File: src/rtl/mips_ctrl_pkg.sv
// mips_ctrl_pkg: opcodes, ALUOp codes, FSM states and datapath mux selects for the multicycle control unit
package mips_ctrl_pkg;
  typedef enum logic [3:0] {
    S_RESET, S_FETCH, S_DECODE, S_EXEC_R, S_WB_R, S_EXEC_I, S_WB_I, S_MEM_ADDR,
    S_MEM_RD, S_MEM_WR, S_WB_MEM, S_BRANCH, S_JUMP, S_JAL, S_JR
  } state_t;
  localparam logic [5:0] OP_RTYPE = 6'h00, OP_J = 6'h02, OP_JAL = 6'h03, OP_BEQ = 6'h04,
                         OP_BNE = 6'h05, OP_ADDI = 6'h08, OP_ANDI = 6'h0C, OP_ORI = 6'h0D,
                         OP_LUI = 6'h0F, OP_LW = 6'h23, OP_SW = 6'h2B;
  localparam logic [5:0] FN_JR = 6'h08;
  localparam logic [2:0] ALU_ADD = 3'b010, ALU_SUB = 3'b100, ALU_R = 3'b111, ALU_ADDI = 3'b110,
                         ALU_ANDI = 3'b011, ALU_ORI = 3'b101, ALU_LUI = 3'b001;
  localparam logic [1:0] DST_RT = 2'd0, DST_RD = 2'd1, DST_RA = 2'd2;
  localparam logic [1:0] M2R_ALU = 2'd0, M2R_MDR = 2'd1, M2R_PC = 2'd2;
  localparam logic [1:0] SRCB_RT = 2'd0, SRCB_4 = 2'd1, SRCB_IMM = 2'd2, SRCB_IMM4 = 2'd3;
  localparam logic [1:0] PCS_ALU = 2'd0, PCS_ALUOUT = 2'd1, PCS_JUMP = 2'd2, PCS_RS = 2'd3;
  function automatic logic [2:0] imm_aluop(input logic [5:0] op);
    return op == OP_ANDI ? ALU_ANDI : op == OP_ORI ? ALU_ORI : op == OP_LUI ? ALU_LUI : ALU_ADDI;
  endfunction
endpackage

File: src/rtl/mem_wait_timer.sv
// mem_wait_timer: counts memory-wait cycles and flags a timeout once MAX_WAIT cycles have elapsed
module mem_wait_timer #(
  parameter int MAX_WAIT = 15
) (
  input  logic clk,
  input  logic reset,
  input  logic waiting,
  output logic timeout
);
  localparam int CW = $clog2(MAX_WAIT + 1);
  logic [CW-1:0] cnt;
  assign timeout = waiting && cnt == CW'(MAX_WAIT);
  // any non-waiting cycle clears, so every entry into a memory state starts from zero
  always_ff @(posedge clk or posedge reset)
    if (reset) cnt <= '0;
    else cnt <= (waiting && !timeout) ? cnt + CW'(1) : '0;
endmodule

File: src/rtl/multicycle_control.sv
// multicycle_control: Moore FSM sequencing the multicycle MIPS datapath with memory handshake and timeout
module multicycle_control
  import mips_ctrl_pkg::*;
#(
  parameter int ALUOP_W  = 3,
  parameter int MAX_WAIT = 15,
  parameter int STATE_W  = 4
) (
  input  logic               clk,
  input  logic               reset,
  input  logic [5:0]         OP,
  input  logic [5:0]         Funct,
  input  logic               mem_ready,
  output logic               PCWrite,
  output logic               BranchEQ,
  output logic               BranchNE,
  output logic               IorD,
  output logic               MemRead,
  output logic               MemWrite,
  output logic               IRWrite,
  output logic [1:0]         RegDst,
  output logic [1:0]         MemtoReg,
  output logic               RegWrite,
  output logic               ALUSrcA,
  output logic [1:0]         ALUSrcB,
  output logic [1:0]         PCSource,
  output logic [ALUOP_W-1:0] ALUOp,
  output logic               bus_error,
  output logic [STATE_W-1:0] state_o
);
  state_t state, state_d;
  logic [5:0] op_q;
  logic [2:0] alu;
  logic waiting, timeout;
  assign waiting = state inside {S_FETCH, S_MEM_RD, S_MEM_WR} && !mem_ready;
  mem_wait_timer #(.MAX_WAIT(MAX_WAIT)) u_timer (
    .clk(clk), .reset(reset), .waiting(waiting), .timeout(timeout)
  );
  always_ff @(posedge clk or posedge reset)
    if (reset) begin
      state <= S_RESET;
      op_q  <= '0;
    end else begin
      state <= state_d;
      if (state == S_DECODE) op_q <= OP;
    end
  always_comb begin
    state_d = state;
    case (state)
      S_RESET:    state_d = S_FETCH;
      S_FETCH:    state_d = mem_ready ? S_DECODE : S_FETCH;
      S_DECODE:   state_d = OP == OP_RTYPE ? (Funct == FN_JR ? S_JR : S_EXEC_R) :
                            OP inside {OP_ADDI, OP_ANDI, OP_ORI, OP_LUI} ? S_EXEC_I :
                            OP inside {OP_LW, OP_SW} ? S_MEM_ADDR :
                            OP inside {OP_BEQ, OP_BNE} ? S_BRANCH :
                            OP == OP_J ? S_JUMP : OP == OP_JAL ? S_JAL : S_FETCH;
      S_EXEC_R:   state_d = S_WB_R;
      S_EXEC_I:   state_d = S_WB_I;
      S_MEM_ADDR: state_d = op_q == OP_SW ? S_MEM_WR : S_MEM_RD;
      S_MEM_RD:   state_d = mem_ready ? S_WB_MEM : timeout ? S_FETCH : S_MEM_RD;
      S_MEM_WR:   state_d = (mem_ready || timeout) ? S_FETCH : S_MEM_WR;
      default:    state_d = S_FETCH;
    endcase
  end
  always_comb begin
    {PCWrite, BranchEQ, BranchNE, IorD, MemRead, MemWrite, IRWrite, RegWrite, ALUSrcA} = '0;
    RegDst   = DST_RT;
    MemtoReg = M2R_ALU;
    ALUSrcB  = SRCB_RT;
    PCSource = PCS_ALU;
    alu      = 3'b000;
    case (state)
      S_FETCH: begin
        MemRead = !timeout;
        IRWrite = mem_ready;
        PCWrite = mem_ready;
        ALUSrcB = SRCB_4;
        alu     = ALU_ADD;
      end
      S_DECODE: begin
        ALUSrcB = SRCB_IMM4;
        alu     = ALU_ADD;
      end
      S_EXEC_R: begin
        ALUSrcA = 1'b1;
        alu     = ALU_R;
      end
      S_WB_R: begin
        RegDst   = DST_RD;
        RegWrite = 1'b1;
      end
      S_EXEC_I: begin
        ALUSrcA = 1'b1;
        ALUSrcB = SRCB_IMM;
        alu     = imm_aluop(op_q);
      end
      S_WB_I: RegWrite = 1'b1;
      S_MEM_ADDR: begin
        ALUSrcA = 1'b1;
        ALUSrcB = SRCB_IMM;
        alu     = ALU_ADD;
      end
      S_MEM_RD: begin
        MemRead = !timeout;
        IorD    = 1'b1;
      end
      S_MEM_WR: begin
        MemWrite = !timeout;
        IorD     = 1'b1;
      end
      S_WB_MEM: begin
        MemtoReg = M2R_MDR;
        RegWrite = 1'b1;
      end
      S_BRANCH: begin
        ALUSrcA  = 1'b1;
        alu      = ALU_SUB;
        PCSource = PCS_ALUOUT;
        BranchEQ = op_q == OP_BEQ;
        BranchNE = op_q == OP_BNE;
      end
      S_JUMP: begin
        PCWrite  = 1'b1;
        PCSource = PCS_JUMP;
      end
      S_JAL: begin
        RegDst   = DST_RA;
        MemtoReg = M2R_PC;
        RegWrite = 1'b1;
        PCWrite  = 1'b1;
        PCSource = PCS_JUMP;
      end
      S_JR: begin
        PCWrite  = 1'b1;
        PCSource = PCS_RS;
      end
      default: ;
    endcase
  end
  assign ALUOp     = ALUOP_W'(alu);
  assign bus_error = timeout;
  assign state_o   = STATE_W'(state);
endmodule
File: config.mk
export PLATFORM = sky130hd
export DESIGN_NAME = multicycle_control
export DESIGN_NICKNAME = d
export VERILOG_FILES = /design/src/rtl/mips_ctrl_pkg.sv /design/src/rtl/mem_wait_timer.sv /design/src/rtl/multicycle_control.sv
export SDC_FILE = /design/constraint.sdc
export NUM_CORES = 1
export LEC_CHECK = 0
export ABC_AREA = 0
export BUFFER_PORTS_ARGS = -buffer_cell sky130_fd_sc_hd__buf_2
export CORE_MARGIN = 3
export CORE_UTILIZATION = 40
export DETAILED_ROUTE_END_ITERATION = 8
export HOLD_SLACK_MARGIN = 0.15
export PLACE_DENSITY = 0.67
export SETUP_SLACK_MARGIN = 0.02
export SLEW_MARGIN = 20
export SYNTH_ARGS = -nofsm -noshare
export SYNTH_HDL_FRONTEND = slang
export SYNTH_SLANG_ARGS = --single-unit
export TNS_END_PERCENT = 5
File: constraint.sdc
create_clock -name clk -period 1.82 [get_ports clk]
set_clock_uncertainty 0.05 [all_clocks]
set_input_delay 0.364 -clock clk [delete_from_list [all_inputs] [get_ports clk]]
set_output_delay 0.364 -clock clk [all_outputs]
set_load 0.01 [all_outputs]
==> PnR_summary.wiki <==
{| class="wikitable"
! Metric !! Value
|-
| Area Growth Syn to Fin || 50.2%
|-
| Unrepaired setup endpoints after global routing || true
|-
| Biggest area contributors in the synthesized netlist || sky130_fd_sc_hd__dfrtp_1 (33%), sky130_fd_sc_hd__nor2_1 (6.4%), sky130_fd_sc_hd__mux2_2 (6.4%)
|-
| Fmax || 510 MHz
|-
| Chip Width || 57.4 um
|-
| Clock sink count || 14
|-
| Net Count, Synth || 145
|-
| Post-Synthesis Cells || 129
|-
| Ratio of final minimum period to clock period || 1.08
|-
| Cell variety after synth || 37
|-
| Beginning of the critical path || state_o[3]
|-
| Die height || 57.4 um
|-
| Arr. time, crit path || 1.55 ns
|-
| Number of iterations in the first detailed-routing pass || 4
|-
| Flop and latch count out of synthesis || 14
|-
| Effective utilization at floorplan || 0.447
|-
| Type of the most critical hold path || input pin to register
|-
| Bufs and invs on worst path || 2
|-
| Cell area after technology mapping || 1050 um2
|-
| Grt ovf || 0
|-
| Maximum root-to-sink buffer count || 2
|-
| Number of nets in the layout || 206
|-
| Number of failing setup endpoints in the final timing report || 14
|-
| Crit Path Max Fanout || 7
|-
| Endpoint required time on the critical path || 1.41 ns
|-
| Dpl hpwl || 2.41 mm
|-
| Number of remaining DRC errors || 0
|-
| Hold Path Cell Cnt || 2
|-
| PwrDens || 1430 nW/um2
|-
| DR WL met3 || 166 um
|-
| Hold Fails Final Rpt || 0
|-
| Worst-case reg-to-reg path depth || 5
|-
| Count of flip-flops with a built-in enable after synthesis || 0
|-
| Remaining max-slew budget at the tightest pin || 0.658
|-
| Via density per instance || 5.59
|-
| Ys Warns || 0
|-
| Run status || finished with violations
|-
| Transition at the pin with the smallest max-transition slack || 0.512 ns
|-
| Max layer used || met4
|-
| Maximum Capacitance Violations || 0
|-
| Ranking of synthesized cells by instance count || sky130_fd_sc_hd__nor2_1 (18), sky130_fd_sc_hd__dfrtp_1 (14), sky130_fd_sc_hd__nand2_1 (11)
|-
| Clock tree root buffer cell || sky130_fd_sc_hd__clkbuf_4
|-
| Hold path endpoint || state_o[1]
|-
| First-pass GRT wire length || 5.13 mm
|-
| Number of pins exceeding their max-slew limit in the final report || 0
|-
| Proportion of netlist area held by the largest area contributor || 0.332
|-
| Number of nets with antenna violations after detailed routing || 0
|-
| Start point of the worst hold path || OP[4]
|-
| Post-Route WL || 3.26 mm
|-
| Met2 routed WL || 1.73 mm
|-
| Top Ports || 40
|-
| Vias post-DR || 1214
|-
| Share of final-layout standard cells stronger than drive strength 1 || 0.487
|-
| Core area || 2360 um2
|-
| Number of filler instances in the final layout || 199
|-
| TritonCTS clock tree || built
|-
| Kind of cell with the highest combined delay on the critical path || flip-flops
|-
| Cell breakdown of the critical path || nor2_1, buf_4, a21oi_1, o22ai_1, buf_2
|-
| Number of levels the H-tree was split into || 1
|-
| Top FF cell, synth || sky130_fd_sc_hd__dfrtp_1
|-
| Number of buffers created by CTS || 3
|-
| Endpoint of the worst-slack reg-to-reg timing path || state_o[2]
|-
| Least setup slack across all paths after layout || -0.141 ns
|-
| Min Tclk post-route || 1.96 ns
|-
| Critical Setup Path Class || register to output port
|-
| Initial DRC Count || 48
|-
| Worst-skew pair later-pin latency || 0.28 ns
|-
| Static power due to leakage || 0.776 nW
|-
| Nature of the critical path startpoint || register
|-
| Routed WL per cell || 15.0 um
|-
| Vias in the first global route || 1133
|-
| Share of the yosys chip area belonging to registers || 0.332
|-
| Area of the die || 3290 um2
|-
| Row count || 17
|-
| Violations in the final reports || setup timing
|-
| Syn_area_per_cell || 8.18 um2
|-
| Pin count of the biggest net entering global routing || 15
|-
| Post-route worst hold slack || 0.328 ns
|-
| Core utilization of the finished layout || 0.671
|-
| Crit. End Element || output port
|-
| Fraction of synthesis flops using an asynchronous set or reset pin || 1.00
|-
| Total power of the final layout || 2.27 mW
|-
| Overall fraction of global-route tracks in use || 0.196
|-
| Internal reg-to-reg setup slack || 0.08 ns
|-
| Yosys top cell by area || sky130_fd_sc_hd__dfrtp_1
|-
| Placer's final routability congestion estimate || 0.967
|-
| Worst vdd ir || 0.818 mV
|-
| I/O Buffers || 39
|-
| Reg2Reg Launch Point || state_o[0]
|-
| Antenna violations before repair || 0
|-
| Setup_tns || -0.810 ns
|-
| Worst setup timing slack at the placement stage || 0.0376 ns
|-
| Clock transition time at the flip-flop clock pins of the worst setup and hold paths || 0.08 ns
|-
| Critical path's slowest cell || sky130_fd_sc_hd__dfrtp_2
|-
| M1 wire length || 1.35 mm
|-
| Dominant cell by count in the synthesized netlist || sky130_fd_sc_hd__nor2_1
|-
| Stage delay of the slowest cell on the critical path || 0.48 ns
|-
| Number of diodes || 0
|}
## stage by stage
step                cells  cell area, um2
floorplan             129            1050
global placement      205            1380
detailed placement    205            1380
CTS                   217            1520
global route          217            1580
finish                217            1580
## cell type report
type	count	area, um2	area share
Clock buffer	4	36.3	0.0229
Multi-Input combinational cell	103	742	0.468
Tap cell	28	35.0	0.0221
Timing Repair Buffer	64	403	0.254
Inverter	4	15.0	0.00948
Sequential cell	14	353	0.223
## cells by family after synthesis
logic type | Yosys count | share of synthesized area
AO/OA/AOI/OAI | 23 | 0.145
XOR/XNOR | 5 | 0.0415
multiplexers | 8 | 0.0830
AND/OR/NAND/NOR | 66 | 0.337
adder cells (fa/ha/maj) | 1 | 0.0119
buffers and inverters | 12 | 0.0498
flip-flops | 14 | 0.332
## placed cells by master (no fill, tap or decap), drive strengths merged, types with 3 or more instances in the layout
master / count
and3: 5
nand2: 11
a31oi: 3
nor2: 18
buf: 63
nor3: 5
mux2: 6
dfrtp: 14
a21oi: 7
xnor2: 3
nor4: 5
nand2b: 5
o22ai: 3
inv: 4
nor2b: 6
clkbuf: 4
## how the worst max path moves through the flow
stage	end	slack, ns	depth (start not counted)
floorplan	MemRead	0.07	3
global placement	MemRead	0.1	5
detailed placement	MemRead	0.04	5
CTS	ALUOp[1]	-0.12	6
global route	RegWrite	-0.22	5
finish	RegWrite	-0.14	5
## metal layers
| layer | vias to the layer above | global-route usage |
|---|---|---|
| li1 | 582 | - |
| met1 | 587 | 0.252 |
| met2 | 43 | 0.340 |
| met3 | 2 | 0.0249 |
| met4 | 0 | 0.0563 |
| met5 | - | 0 |
## repair_timing
action | 4_1_cts | 5_1_grt
setup buffers | 7 | 0
endpoints found under the hold margin | 14 | 0
pin swaps | 7 | 2
setup endpoints to repair | 15 | 26
resized for setup | 12 | 15
hold buffers | 1 | 0
## registers in the layout, summed over array words and instances (netlist names)
register and cells:
state_o 4, op_q 6, u_timer.cnt 4
## report_power, final
group          internal [mW]  switching [mW]  leakage [nW]
logic                  0.754           0.734         0.581
registers              0.429           0.126         0.174
clock network          0.122           0.100        0.0210
total                   1.30           0.961         0.776
No activity file was read; power rests on OpenSTA's default activity.
